<file path="config.mk">
export PLATFORM = sky130hd
export DESIGN_NAME = fp_unpack_norm
export DESIGN_NICKNAME = d
export VERILOG_FILES = /design/src/rtl/fp_pkg.sv /design/src/rtl/fp_classify.sv /design/src/rtl/fp_unpack_norm.sv
export SDC_FILE = /design/constraint.sdc
export NUM_CORES = 1
export LEC_CHECK = 0
export CORE_ASPECT_RATIO = 0.5
export CORE_MARGIN = 1.5
export CORE_UTILIZATION = 40
export CTS_BUF_LIST = sky130_fd_sc_hd__clkbuf_4
export CTS_CLUSTER_SIZE = 25
export DETAILED_ROUTE_END_ITERATION = 8
export GPL_ROUTABILITY_DRIVEN = 0
export MAX_ROUTING_LAYER = met4
export PLACE_DENSITY_LB_ADDON = 0.25
export SYNTH_ARGS = -nofsm -noshare
export SYNTH_HDL_FRONTEND = slang
export SYNTH_SLANG_ARGS = --single-unit
</file>
<file path="constraint.sdc">
create_clock -name clk -period 1.9 [get_ports clk]
set_input_delay 0.38 -clock clk [delete_from_list [all_inputs] [get_ports clk]]
set_output_delay 0.38 -clock clk [all_outputs]
set_load 0.05 [all_outputs]
</file>
<file path="src/rtl/fp_pkg.sv">
// Shared definitions for the floating-point operand front-end.
//   - one-hot class bit indices and class vector width
//   - FSM state encoding for the unpack/normalise block
//   - helper for the all-ones (inf/NaN) exponent pattern
package fp_pkg;

  // Class vector is {zero, subnormal, normal, inf, qnan, snan}, zero in the MSB.
  localparam int unsigned CLS_W      = 6;
  localparam int unsigned CLS_SNAN   = 0;
  localparam int unsigned CLS_QNAN   = 1;
  localparam int unsigned CLS_INF    = 2;
  localparam int unsigned CLS_NORMAL = 3;
  localparam int unsigned CLS_SUB    = 4;
  localparam int unsigned CLS_ZERO   = 5;

  typedef enum logic [1:0] {
    StIdle,
    StNorm,
    StHold
  } norm_state_e;

  // All-ones exponent value for a field of the given width (widths up to 31 bits).
  function automatic int unsigned exp_ones(input int unsigned width);
    return (32'd1 << width) - 32'd1;
  endfunction

endpackage

</file>
<file path="src/rtl/fp_classify.sv">
// Combinational field split and classification of one packed FP operand.
//   flp_i   : packed operand {sign, exponent, fraction}
//   sign_o  : sign bit
//   exp_o   : raw exponent field
//   frac_o  : raw fraction field
//   cls_o   : one-hot class {zero, subnormal, normal, inf, qnan, snan}
module fp_classify
  import fp_pkg::*;
#(
  parameter int unsigned EXP_W = 8,
  parameter int unsigned MAN_W = 23
) (
  input  logic [EXP_W+MAN_W:0] flp_i,
  output logic                 sign_o,
  output logic [EXP_W-1:0]     exp_o,
  output logic [MAN_W-1:0]     frac_o,
  output logic [CLS_W-1:0]     cls_o
);

  localparam logic [EXP_W-1:0] ExpOnes = EXP_W'(exp_ones(EXP_W));

  logic exp_zero;
  logic exp_max;
  logic frac_zero;

  assign sign_o    = flp_i[EXP_W+MAN_W];
  assign exp_o     = flp_i[EXP_W+MAN_W-1:MAN_W];
  assign frac_o    = flp_i[MAN_W-1:0];
  assign exp_zero  = (exp_o == '0);
  assign exp_max   = (exp_o == ExpOnes);
  assign frac_zero = (frac_o == '0);

  always_comb begin
    cls_o = '0;
    if (exp_zero) begin
      if (frac_zero) cls_o[CLS_ZERO] = 1'b1;
      else           cls_o[CLS_SUB]  = 1'b1;
    end else if (!exp_max) begin
      cls_o[CLS_NORMAL] = 1'b1;
    end else if (frac_zero) begin
      cls_o[CLS_INF] = 1'b1;
    end else if (frac_o[MAN_W-1]) begin
      cls_o[CLS_QNAN] = 1'b1;
    end else begin
      cls_o[CLS_SNAN] = 1'b1;
    end
  end

endmodule

</file>
<file path="src/rtl/fp_unpack_norm.sv">
// Handshaked operand front-end: unpacks and classifies two FP operands, restores
// the hidden bit and normalises subnormal significands one bit per cycle.
//   clk, rst_n            : clock, asynchronous active-low reset
//   in_valid / in_ready   : input handshake for the operand pair flp_a / flp_b
//   out_valid / out_ready : output handshake for the normalised pair
//   sign_*, exp_*, sig_*  : sign, signed biased exponent (EXP_W+2), significand
//                           with explicit hidden bit (MAN_W+1)
//   cls_*                 : original one-hot class of each operand
module fp_unpack_norm
  import fp_pkg::*;
#(
  parameter int unsigned EXP_W = 8,
  parameter int unsigned MAN_W = 23
) (
  input  logic                 clk,
  input  logic                 rst_n,
  input  logic                 in_valid,
  output logic                 in_ready,
  input  logic [EXP_W+MAN_W:0] flp_a,
  input  logic [EXP_W+MAN_W:0] flp_b,
  output logic                 out_valid,
  input  logic                 out_ready,
  output logic                 sign_a,
  output logic                 sign_b,
  output logic [EXP_W+1:0]     exp_a,
  output logic [EXP_W+1:0]     exp_b,
  output logic [MAN_W:0]       sig_a,
  output logic [MAN_W:0]       sig_b,
  output logic [CLS_W-1:0]     cls_a,
  output logic [CLS_W-1:0]     cls_b
);

  localparam int unsigned XW = EXP_W + 2;
  localparam int unsigned SW = MAN_W + 1;

  norm_state_e       state_q;
  logic              sign_a_q, sign_b_q;
  logic [XW-1:0]     exp_a_q, exp_b_q;
  logic [SW-1:0]     sig_a_q, sig_b_q;
  logic [CLS_W-1:0]  cls_a_q, cls_b_q;

  logic              in_sign_a, in_sign_b;
  logic [EXP_W-1:0]  in_exp_a, in_exp_b;
  logic [MAN_W-1:0]  in_frac_a, in_frac_b;
  logic [CLS_W-1:0]  in_cls_a, in_cls_b;

  fp_classify #(
    .EXP_W (EXP_W),
    .MAN_W (MAN_W)
  ) u_cls_a (
    .flp_i  (flp_a),
    .sign_o (in_sign_a),
    .exp_o  (in_exp_a),
    .frac_o (in_frac_a),
    .cls_o  (in_cls_a)
  );

  fp_classify #(
    .EXP_W (EXP_W),
    .MAN_W (MAN_W)
  ) u_cls_b (
    .flp_i  (flp_b),
    .sign_o (in_sign_b),
    .exp_o  (in_exp_b),
    .frac_o (in_frac_b),
    .cls_o  (in_cls_b)
  );

  // Initial significand: hidden bit only for normals; specials keep the raw payload.
  function automatic logic [SW-1:0] cap_sig(input logic [CLS_W-1:0] cls,
                                            input logic [MAN_W-1:0] frac);
    if (cls[CLS_ZERO])   return '0;
    if (cls[CLS_NORMAL]) return {1'b1, frac};
    return {1'b0, frac};
  endfunction

  // Subnormals start at exponent 1 so each left shift maps to one decrement.
  function automatic logic [XW-1:0] cap_exp(input logic [CLS_W-1:0] cls,
                                            input logic [EXP_W-1:0] e);
    if (cls[CLS_ZERO]) return '0;
    if (cls[CLS_SUB])  return XW'(1);
    return {2'b00, e};
  endfunction

  logic          accept;
  logic          shift_a, shift_b;
  logic [SW-1:0] sig_a_nxt, sig_b_nxt;
  logic [XW-1:0] exp_a_nxt, exp_b_nxt;
  logic          norm_done;

  assign in_ready  = (state_q == StIdle) || ((state_q == StHold) && out_ready);
  assign out_valid = (state_q == StHold);
  assign accept    = in_valid && in_ready;

  assign shift_a   = cls_a_q[CLS_SUB] && !sig_a_q[SW-1];
  assign shift_b   = cls_b_q[CLS_SUB] && !sig_b_q[SW-1];
  assign sig_a_nxt = shift_a ? {sig_a_q[SW-2:0], 1'b0} : sig_a_q;
  assign sig_b_nxt = shift_b ? {sig_b_q[SW-2:0], 1'b0} : sig_b_q;
  assign exp_a_nxt = shift_a ? exp_a_q - XW'(1) : exp_a_q;
  assign exp_b_nxt = shift_b ? exp_b_q - XW'(1) : exp_b_q;
  // Judge completion on the post-shift values so HOLD is entered on the final shift.
  assign norm_done = (!cls_a_q[CLS_SUB] || sig_a_nxt[SW-1]) &&
                     (!cls_b_q[CLS_SUB] || sig_b_nxt[SW-1]);

  always_ff @(posedge clk or negedge rst_n) begin
    if (!rst_n) begin
      state_q  <= StIdle;
      sign_a_q <= 1'b0;
      sign_b_q <= 1'b0;
      exp_a_q  <= '0;
      exp_b_q  <= '0;
      sig_a_q  <= '0;
      sig_b_q  <= '0;
      cls_a_q  <= '0;
      cls_b_q  <= '0;
    end else if (accept) begin
      sign_a_q <= in_sign_a;
      sign_b_q <= in_sign_b;
      exp_a_q  <= cap_exp(in_cls_a, in_exp_a);
      exp_b_q  <= cap_exp(in_cls_b, in_exp_b);
      sig_a_q  <= cap_sig(in_cls_a, in_frac_a);
      sig_b_q  <= cap_sig(in_cls_b, in_frac_b);
      cls_a_q  <= in_cls_a;
      cls_b_q  <= in_cls_b;
      state_q  <= (in_cls_a[CLS_SUB] || in_cls_b[CLS_SUB]) ? StNorm : StHold;
    end else begin
      unique case (state_q)
        StIdle: state_q <= StIdle;
        StNorm: begin
          sig_a_q <= sig_a_nxt;
          sig_b_q <= sig_b_nxt;
          exp_a_q <= exp_a_nxt;
          exp_b_q <= exp_b_nxt;
          if (norm_done) state_q <= StHold;
        end
        StHold: if (out_ready) state_q <= StIdle;
        default: state_q <= StIdle;
      endcase
    end
  end

  assign sign_a = sign_a_q;
  assign sign_b = sign_b_q;
  assign exp_a  = exp_a_q;
  assign exp_b  = exp_b_q;
  assign sig_a  = sig_a_q;
  assign sig_b  = sig_b_q;
  assign cls_a  = cls_a_q;
  assign cls_b  = cls_b_q;

endmodule

</file>
-- Word-level counts from Yosys, hierarchy flattened
Index checks and enable logic that the tools add are counted.
- $add $sub $neg: 2
- equality and inequality tests: 6
- multiplexer cells: 67
- reductions and logical operators: 24
- operators by type and width (cell ; count):
    24-bit two-way mux ; 14
    10-bit two-way mux ; 14
    23-bit logical NOT ; 2
    1-bit two-way mux ; 26
    10-bit by 1-bit subtractor with 10-bit output (second input constant) ; 2
    8-bit == test (second input constant) ; 2
    8-bit logical NOT ; 2
    2-bit two-way mux ; 8
    4-bit two-way mux ; 2
    3-bit two-way mux ; 2
    2-bit AND reduction ; 3
    2-bit nonzero test ; 3
    1-bit logical AND ; 5
    1-bit logical NOT ; 4
    1-bit logical OR ; 4
    2-bit case mux with 2 select lines ; 1
    3-bit by 1-bit != test with 1-bit output (second input constant) ; 1
    3-bit != test (second input constant) ; 1
    2-bit by 1-bit == test with 1-bit output (second input constant) ; 1
    2-bit == test (second input constant) ; 1
    2-bit logical NOT ; 1
- flip-flop bits (word level): 84
- output and inout bits: 84
- word-level logic and storage cells: 110

-- Longest topological paths before layout
Gate-level depths: netlist of run 1.
- word-level depth: 10
- gate-level depth with buffers: 6

-- Modules after synthesis
A second synthesis of run 1 with hierarchy kept.
- cell total of the unflattened synthesis: 564
- area, all modules: 4730.8 um^2
- by module, submodules not included (module ; instances ; cells each ; area each (um^2) ; sequential area each (um^2)):
    fp_unpack_norm ; 1 ; 460 ; 3972.6 ; 2102.0
    fp_classify ; 2 ; 52 ; 379.1 ; 0.0

-- Worst setup path before layout of run 1
Ideal clock, no wire load.
- path type: register to register
- start: register exp_b_q[4] (netlist: exp_b[4])
- end: register exp_b_q[9] (netlist: exp_b[9])
- library setup time: 0.078 ns
- arrival: 1.976 ns
- data required time: 1.822 ns
- slack: -0.154 ns
- cell stages (with the launch flop): 5
- buffers on the path: 0
- cell sequence: dfrtp_1 or3_4 or3_4 or4_1 a21oi_1
- longest elaborated chain between the ends: 4
- ends and longest elaborated chain (element ; RTL line ; RTL):
    from (decl) ; fp_unpack_norm.sv:38 ; logic [XW-1:0] exp_a_q, exp_b_q;
    from (signal assigned) ; fp_unpack_norm.sv:120 ; exp_b_q <= cap_exp(in_cls_b, in_exp_b);
    from (signal assigned) ; fp_unpack_norm.sv:133 ; exp_b_q <= exp_b_nxt;
    10-bit by 1-bit subtractor with 10-bit output ; fp_unpack_norm.sv:100 ; assign exp_b_nxt = shift_b ? exp_b_q - XW'(1) : exp_b_q;
    10-bit two-way mux ; fp_unpack_norm.sv:100 ;
    10-bit two-way mux ; fp_unpack_norm.sv:127 ; unique case (state_q)
    10-bit two-way mux ; fp_unpack_norm.sv:116 ; end else if (accept) begin
Every way passes these cells. The select of a mux whose other input is x is not followed.
A chain may end at the register's enable or synchronous reset.

-- Final worst setup path of run 1
- start: register exp_b_q[5] (netlist: exp_b[5])
- end: register exp_b_q[9] (netlist: exp_b[9])
The elaborated chain is that of the path after synthesis.

==> out/results.tsv, run 1 <==
stage	metric	value	unit
power_and_ir_drop	power density over the cells	848.3	nW/µm²
synth	simple-gate share of the synthesized area	29.98	%
synth	post-synthesis register bit count	84	
synth	Post-synth EDFFs	0	
global_routing	grt ovf	0	
global_routing	first-pass GRT wire length	20.29	mm
worst_setup_path	Setup crit end kind	flip-flop	
synth	synthesized area	4044	µm²
run	max-cap violations	0	
routing	drt drc	0	
die	num rows	25	
die	Initial Util	41.97	%
die	DIE HEIGHT	74.10	µm
die	core area	9634	µm²
sta	Slew Viols, Final	0	
place	Placed Cells	771	
power_and_ir_drop	Leakage	2.809	nW
worst_setup_path	Setup crit start kind	flip-flop	
synth	Compound-Gate Fraction of Synth Area	13.43	%
routing	WL final	12.55	mm
routing	Routed WL per cell	15.85	µm
final_layout	Synth-to-Final Area Change	53.16	%
final_layout	Inserted Diodes	0	
sta	Hold WS	0.3241	ns
cts	Num CTS Buffers	9	
power_and_ir_drop	Final Power	5.254	mW
global_routing	gr usage total	24.65	%
cts	Max H-tree Level	3	
sta	Final Cycle Share	98.37	%
place	IO Port Bufs	151	
cts	deepest clock path buffer count	2	
sta	Max Clk Rate	0.5351	GHz
place	area of placed instances	5984	µm²
synth	top_reg_cell synth	dfrtp_1	
die	Die Width	145.2	µm
worst_setup_path	worst path arrival time	2.27	ns
power_and_ir_drop	register share of total power	41.5	%
synth	post-synth top area share	51.98	%
sta	Hold Vio Cnt, Final	0	
place	HPWL after DPL	9.394	mm
synth	Post-Synthesis Cells	463	
synth	Synth Area in XOR/XNOR	0.2166	%
min_path	type of the tightest min-delay check	in2async	
cts	clock root buffer	clkbuf_4	
routing	via density per instance	5.327	
routing	antenna-violating nets left	0	
final_layout	most common cell after layout, fill and taps aside	nand2_1	
sta	Max Clock Skew	0.01435	ns
final_layout	number of nets in the layout	722	
final_layout	Finished Cell Area	6193	µm²
synth	YS warnings	0	
final_layout	share of layout cells above drive strength 1	24.66	%
worst_setup_path	Crit Path Category	reg2reg	
sta	Period minus WS final	1.869	ns
synth	Seq/Total Area, Yosys	51.98	%
worst_setup_path	CP Max Fanout	5	
global_routing	largest net degree at the start of global routing	46	
power_and_ir_drop	clock share of power	22.2	%
global_routing	initial antenna violation count	0	
power_and_ir_drop	Int Pwr	3.215	mW
synth	largest cells by area after synthesis	dfrtp_1 (52%), nand2_1 (11%), nand3_1 (6.3%)	
cts	clock latency on the worst-skew pair	0.45	ns
final_layout	Finished Layout Cells	792	
cts	CTS clock-pin slew for the worst setup and hold paths	0.13	ns
die	IO Pins	152	
power_and_ir_drop	P_sw	2.038	mW
power_and_ir_drop	combinational share of power	36.3	%
cts	clock sink total	84	
synth	area share of fa/ha/maj cells after synthesis	0.6188	%
synth	Avg Synthesized Cell Area	8.734	µm²
cts	TritonCTS clock tree	built	
synth	largest family of logic cells by synthesized area	simple AND/OR/NAND/NOR gates	
sta	RSZ-0062 raised after global routing	true	
synth	mux cell area share after synthesis	0.4950	%
sta	Slew HR	65.31	%
global_routing	number of global-route vias before repair	3971	
synth	Post-Syn Nets	533	
routing	Starting DRT DRC Count	352	
synth	ys async rst share	100.0	%
sta	final setup fails	0	
routing	Pre-antenna DRT Iters	5	
sta	worst-margin pin slew	0.5163	ns
outcome	status	finished, final reports clean	
synth	Netlist cell types	44	
power_and_ir_drop	maximum VDD drop	0.4793	mV
routing	routed via count	4219	
synth	cell taking the most area after synthesis	dfrtp_1	
worst_setup_path	Required @ worst endpoint	2.30	ns
die	total die area	10760	µm²
power_and_ir_drop	Sw Share	38.80	%
final_layout	commonest cells after routing, fill and taps aside	nand2_1 (119), buf_4 (112), dfrtp_1 (75)	
## path summary, 6_finish.rpt
check | end | slack [ns] | cells past startpoint | from
min | sig_a[11]$_DFFE_PN0P_ | 0.32 | 2 | rst_n
max in group asynchronous | sig_b[20]$_DFFE_PN0P_ | 0.99 | 3 | rst_n
max | exp_b[9]$_DFFE_PN0P_ | 0.03 | 4 | exp_b[5]$_DFFE_PN0P_
min in group clk | sign_a$_DFFE_PN0P_ | 0.44 | 3 | flp_a[31]
min reg2reg | sign_b$_DFFE_PN0P_ | 0.50 | 2 | sign_b$_DFFE_PN0P_
max reg2reg | exp_b[9]$_DFFE_PN0P_ | 0.03 | 4 | exp_b[5]$_DFFE_PN0P_
## synth_stat cells, types with 3 or more instances
cell and n:
a21oi_1 10, a221o_1 3, a22o_1 5, a31oi_1 24
buf_1 6, clkbuf_1 22, dfrtp_1 84, inv_1 6
nand2_1 120, nand3_1 51, nand4_1 6, nor2_1 36
nor2b_1 3, nor3_1 4, nor4_1 16, o211ai_1 8
o21ai_0 9, o311ai_0 5, o41ai_1 3, or2_2 3
or4_1 4
## what timing repair did
action	in CTS	in global routing
gates resized for setup	21	7
hold buffers	1	0
endpoints found under the hold margin	14	0
endpoints found under the setup margin	20	20
pin swaps	1	2
buffers inserted	4	0
## critical path, cell delays in order (launching register included)
cell and delay, ns:
dfrtp_2 0.42, or3_4 0.41, or3_4 0.36, or4_1 0.50, a21oi_2 0.12
## stage by stage
step                utilization (%)  worst slack (ns)  TNS [ns]
floorplan                         -          -0.03103  -0.03103
global placement              62.12           -0.1803    -1.331
detailed placement            62.12           -0.1964    -1.478
CTS                           64.05           0.01765         0
global route                  64.29          -0.05189  -0.07825
finish                        64.29           0.03104         0
## per-layer routing
layer  global-route usage, %  vias to the layer above  share of wire [%]
li1                        -                     2051                  -
met3                   5.399                       13                4.8
met4                   6.463                        0                1.3
met5                       -                        -                  0
met2                   37.64                      121                 45
met1                   33.59                     2034                 48
## flip-flops by register name, summed over array words and instances (netlist names)
signal,flops
cls_a,6
cls_b,6
exp_a,10
exp_b,10
sig_a,24
sig_b,24
sign_a,1
sign_b,1
state_q,2
## kinds of logic after synthesis
kind of cell / after synthesis
AOI/OAI and AO/OA: 78
and+or+nand+nor: 261
DFF: 84
muxes: 2
xor gates and xnor gates: 1
buffers and inverters: 35
adders and majority gates: 2
## power groups by stage
stage                     clock [mW]  sequential (mW)  combinational, mW
final                           1.17             2.18               1.91
after global routing            1.26             2.22               2.01
after CTS                       1.20             2.18               1.91
after detailed placement           0             2.22               1.92
after global placement             0             2.21               1.90
after floorplan                    0             2.92              0.370
## final cells by class
type                            instances  area (µm²)
Fill cell                             859        3441
Sequential cell                        84        2113
Multi-Input combinational cell        344        1881
Timing Repair Buffer                  207        1854
Tap cell                              135       168.9
Clock inverter                          6       78.83
Clock buffer                           10       75.07
Inverter                                6       22.52
No activity file was read; power rests on OpenSTA's default activity.
==> run 2: changes to the inputs <==
--- a/config.mk
+++ b/config.mk
@@ -5,13 +5,14 @@
 export SDC_FILE = /design/constraint.sdc
 export NUM_CORES = 1
 export LEC_CHECK = 0
-export CORE_ASPECT_RATIO = 0.5
+export CORE_ASPECT_RATIO = 0.6
 export CORE_MARGIN = 1.5
-export CORE_UTILIZATION = 40
+export CORE_UTILIZATION = 46
 export CTS_BUF_LIST = sky130_fd_sc_hd__clkbuf_4
 export CTS_CLUSTER_SIZE = 25
 export DETAILED_ROUTE_END_ITERATION = 8
 export GPL_ROUTABILITY_DRIVEN = 0
+export HOLD_SLACK_MARGIN = 0.06
 export MAX_ROUTING_LAYER = met4
 export PLACE_DENSITY_LB_ADDON = 0.25
 export SYNTH_ARGS = -nofsm -noshare
==> run 2 against run 1 <==
Setup slack got worse by 0.013 ns. Largest power group unchanged. Critical path depth is the same. Global-route usage is 3.8 points higher. Largest cell class unchanged. Final cell count decreased by 2.7%.
==> out/results.tsv, run 2 (same netlist as run 1, synthesis figures left out) <==
stage	metric	value	unit
outcome	status	finished, final reports clean	
final_layout	commonest cells after routing, fill and taps aside	nand2_1 (120), buf_4 (114), dfrtp_1 (74)	
routing	antenna-violating nets left	0	
routing	routed via count	4358	
cts	TritonCTS clock tree	built	
sta	setup TNS	0	ns
die	core area	8523	µm²
routing	drt drc	0	
cts	clock latency on the worst-skew pair	0.44	ns
power_and_ir_drop	Int Pwr	3.323	mW
power_and_ir_drop	maximum VDD drop	0.4874	mV
sta	Slew Viols, Final	0	
global_routing	number of global-route vias before repair	3888	
worst_setup_path	Required @ worst endpoint	2.28	ns
routing	via density per instance	5.652	
power_and_ir_drop	P_sw	2.049	mW
global_routing	grt ovf	0	
sta	RSZ-0062 raised after global routing	true	
worst_setup_path	origin of the critical flop-to-flop path	exp_b[3]$_DFFE_PN0P_	
final_layout	Finished Cell Area	6167	µm²
sta	Period minus WS final	1.882	ns
cts	Max H-tree Level	3	
final_layout	Finished Layout Cells	771	
routing	Pre-antenna DRT Iters	5	
sta	worst-margin pin slew	0.5674	ns
die	IO Pins	152	
min_path	type of the tightest min-delay check	in2async	
power_and_ir_drop	Sw Share	38.14	%
place	Placed Cells	751	
sta	Hold Vio Cnt, Final	0	
sta	Max Clock Skew	0.009866	ns
cts	CTS clock-pin slew for the worst setup and hold paths	0.13	ns
cts	deepest clock path buffer count	2	
die	Initial Util	47.45	%
worst_setup_path	CP Max Fanout	5	
power_and_ir_drop	register share of total power	40.8	%
routing	Starting DRT DRC Count	331	
cts	Num CTS Buffers	9	
worst_setup_path	launch point of the worst path	exp_b[3]$_DFFE_PN0P_	
place	HPWL after DPL	9.663	mm
routing	WL final	12.69	mm
sta	Max Clk Rate	0.5313	GHz
run	max-cap violations	0	
sta	final setup fails	0	
final_layout	Inserted Diodes	0	
global_routing	first-pass GRT wire length	19.67	mm
global_routing	largest net degree at the start of global routing	33	
sta	Final Cycle Share	99.06	%
place	area of placed instances	5976	µm²
power_and_ir_drop	power density over the cells	871.1	nW/µm²
worst_setup_path	Crit Path Category	reg2reg	
place	IO Port Bufs	151	
worst_setup_path	Setup crit end kind	flip-flop	
final_layout	number of nets in the layout	724	
global_routing	initial antenna violation count	0	
worst_setup_path	Setup crit start kind	flip-flop	
die	DIE HEIGHT	75.63	µm
final_layout	share of layout cells above drive strength 1	23.98	%
worst_setup_path	CP bufs+invs	0	
worst_setup_path	CP max stage cell	or4_1	
die	Die Width	124.0	µm
worst_setup_path	Crit path top cell by count	or3_4	
power_and_ir_drop	Leakage	2.821	nW
final_layout	Synth-to-Final Area Change	52.51	%
final_layout	most common cell after layout, fill and taps aside	nand2_1	
cts	clock root buffer	clkbuf_4	
die	total die area	9381	µm²
power_and_ir_drop	combinational share of power	35.1	%
global_routing	gr usage total	28.48	%
routing	Routed WL per cell	16.46	µm
worst_setup_path	slowest stage delay, CP	0.47	ns
power_and_ir_drop	clock share of power	24.0	%
worst_setup_path	worst path arrival time	2.27	ns
worst_setup_path	CP Cell Sequence	or3_4 -> or3_4 -> or4_1 -> a21oi_1	
worst_setup_path	cell family with most CP delay	simple AND/OR/NAND/NOR gates	
sta	Slew HR	61.82	%
cts	clock sink total	84	
die	num rows	26	
-- run 2: path summary, 6_finish.rpt --
kind                                    endpoint  depth (start not counted)  slack [ns]
max                         exp_b[9]$_DFFE_PN0P_                          4        0.02
min                         sig_a[3]$_DFFE_PN0P_                          2        0.37
max reg2reg                 exp_b[9]$_DFFE_PN0P_                          4        0.02
min reg2reg                 cls_b[5]$_DFFE_PN0P_                          2        0.49
max in group asynchronous  sig_b[23]$_DFFE_PN0P_                          3        0.96
min in group clk              sign_b$_DFFE_PN0P_                          3        0.46
-- run 2: routing by layer --
metal,vias up,global-route usage (%),share of wire (%)
li1,2041,-,-
met1,2097,41.68,46
met2,207,40.60,44
met3,13,5.464,8.1
met4,0,7.576,0.93
met5,-,-,0
-- run 2: stage by stage --
| stage | util, % | total power, mW | setup slack, ns | hold slack (ns) |
|---|---|---|---|---|
| CTS | 72.06 | 5.373 | 0.02676 | 0.3644 |
| finish | 72.36 | 5.372 | 0.01793 | 0.3705 |
| floorplan | - | 3.290 | -0.03103 | 0.08441 |
| global placement | 70.11 | 4.095 | -0.3059 | 0.3132 |
| detailed placement | 70.11 | 4.132 | -0.3385 | 0.3154 |
| global route | 72.36 | 5.609 | -0.03003 | 0.3886 |
-- run 2: power groups by stage --
stage / Combinational, mW / Sequential, mW / Clock (mW)
floorplan: 0.370 / 2.92 / 0
global placement: 1.88 / 2.22 / 0
detailed placement: 1.91 / 2.23 / 0
CTS: 1.88 / 2.19 / 1.31
global route: 2.00 / 2.23 / 1.38
finish: 1.89 / 2.19 / 1.29
-- run 2: timing repair --
item	CTS	global route
buffers inserted	0	3
hold endpoints to repair	23	0
hold buffers	1	0
setup endpoints to repair	22	3
gates resized for setup	22	1
pin swaps	0	2
-- run 2: cell type report --
type                            instances  area (µm²)
Fill cell                             658        2356
Tap cell                              112       140.1
Timing Repair Buffer                  209        1851
Sequential cell                        84        2115
Clock inverter                          7       113.9
Clock buffer                            9       67.56
Multi-Input combinational cell        344        1858
Inverter                                6       22.52
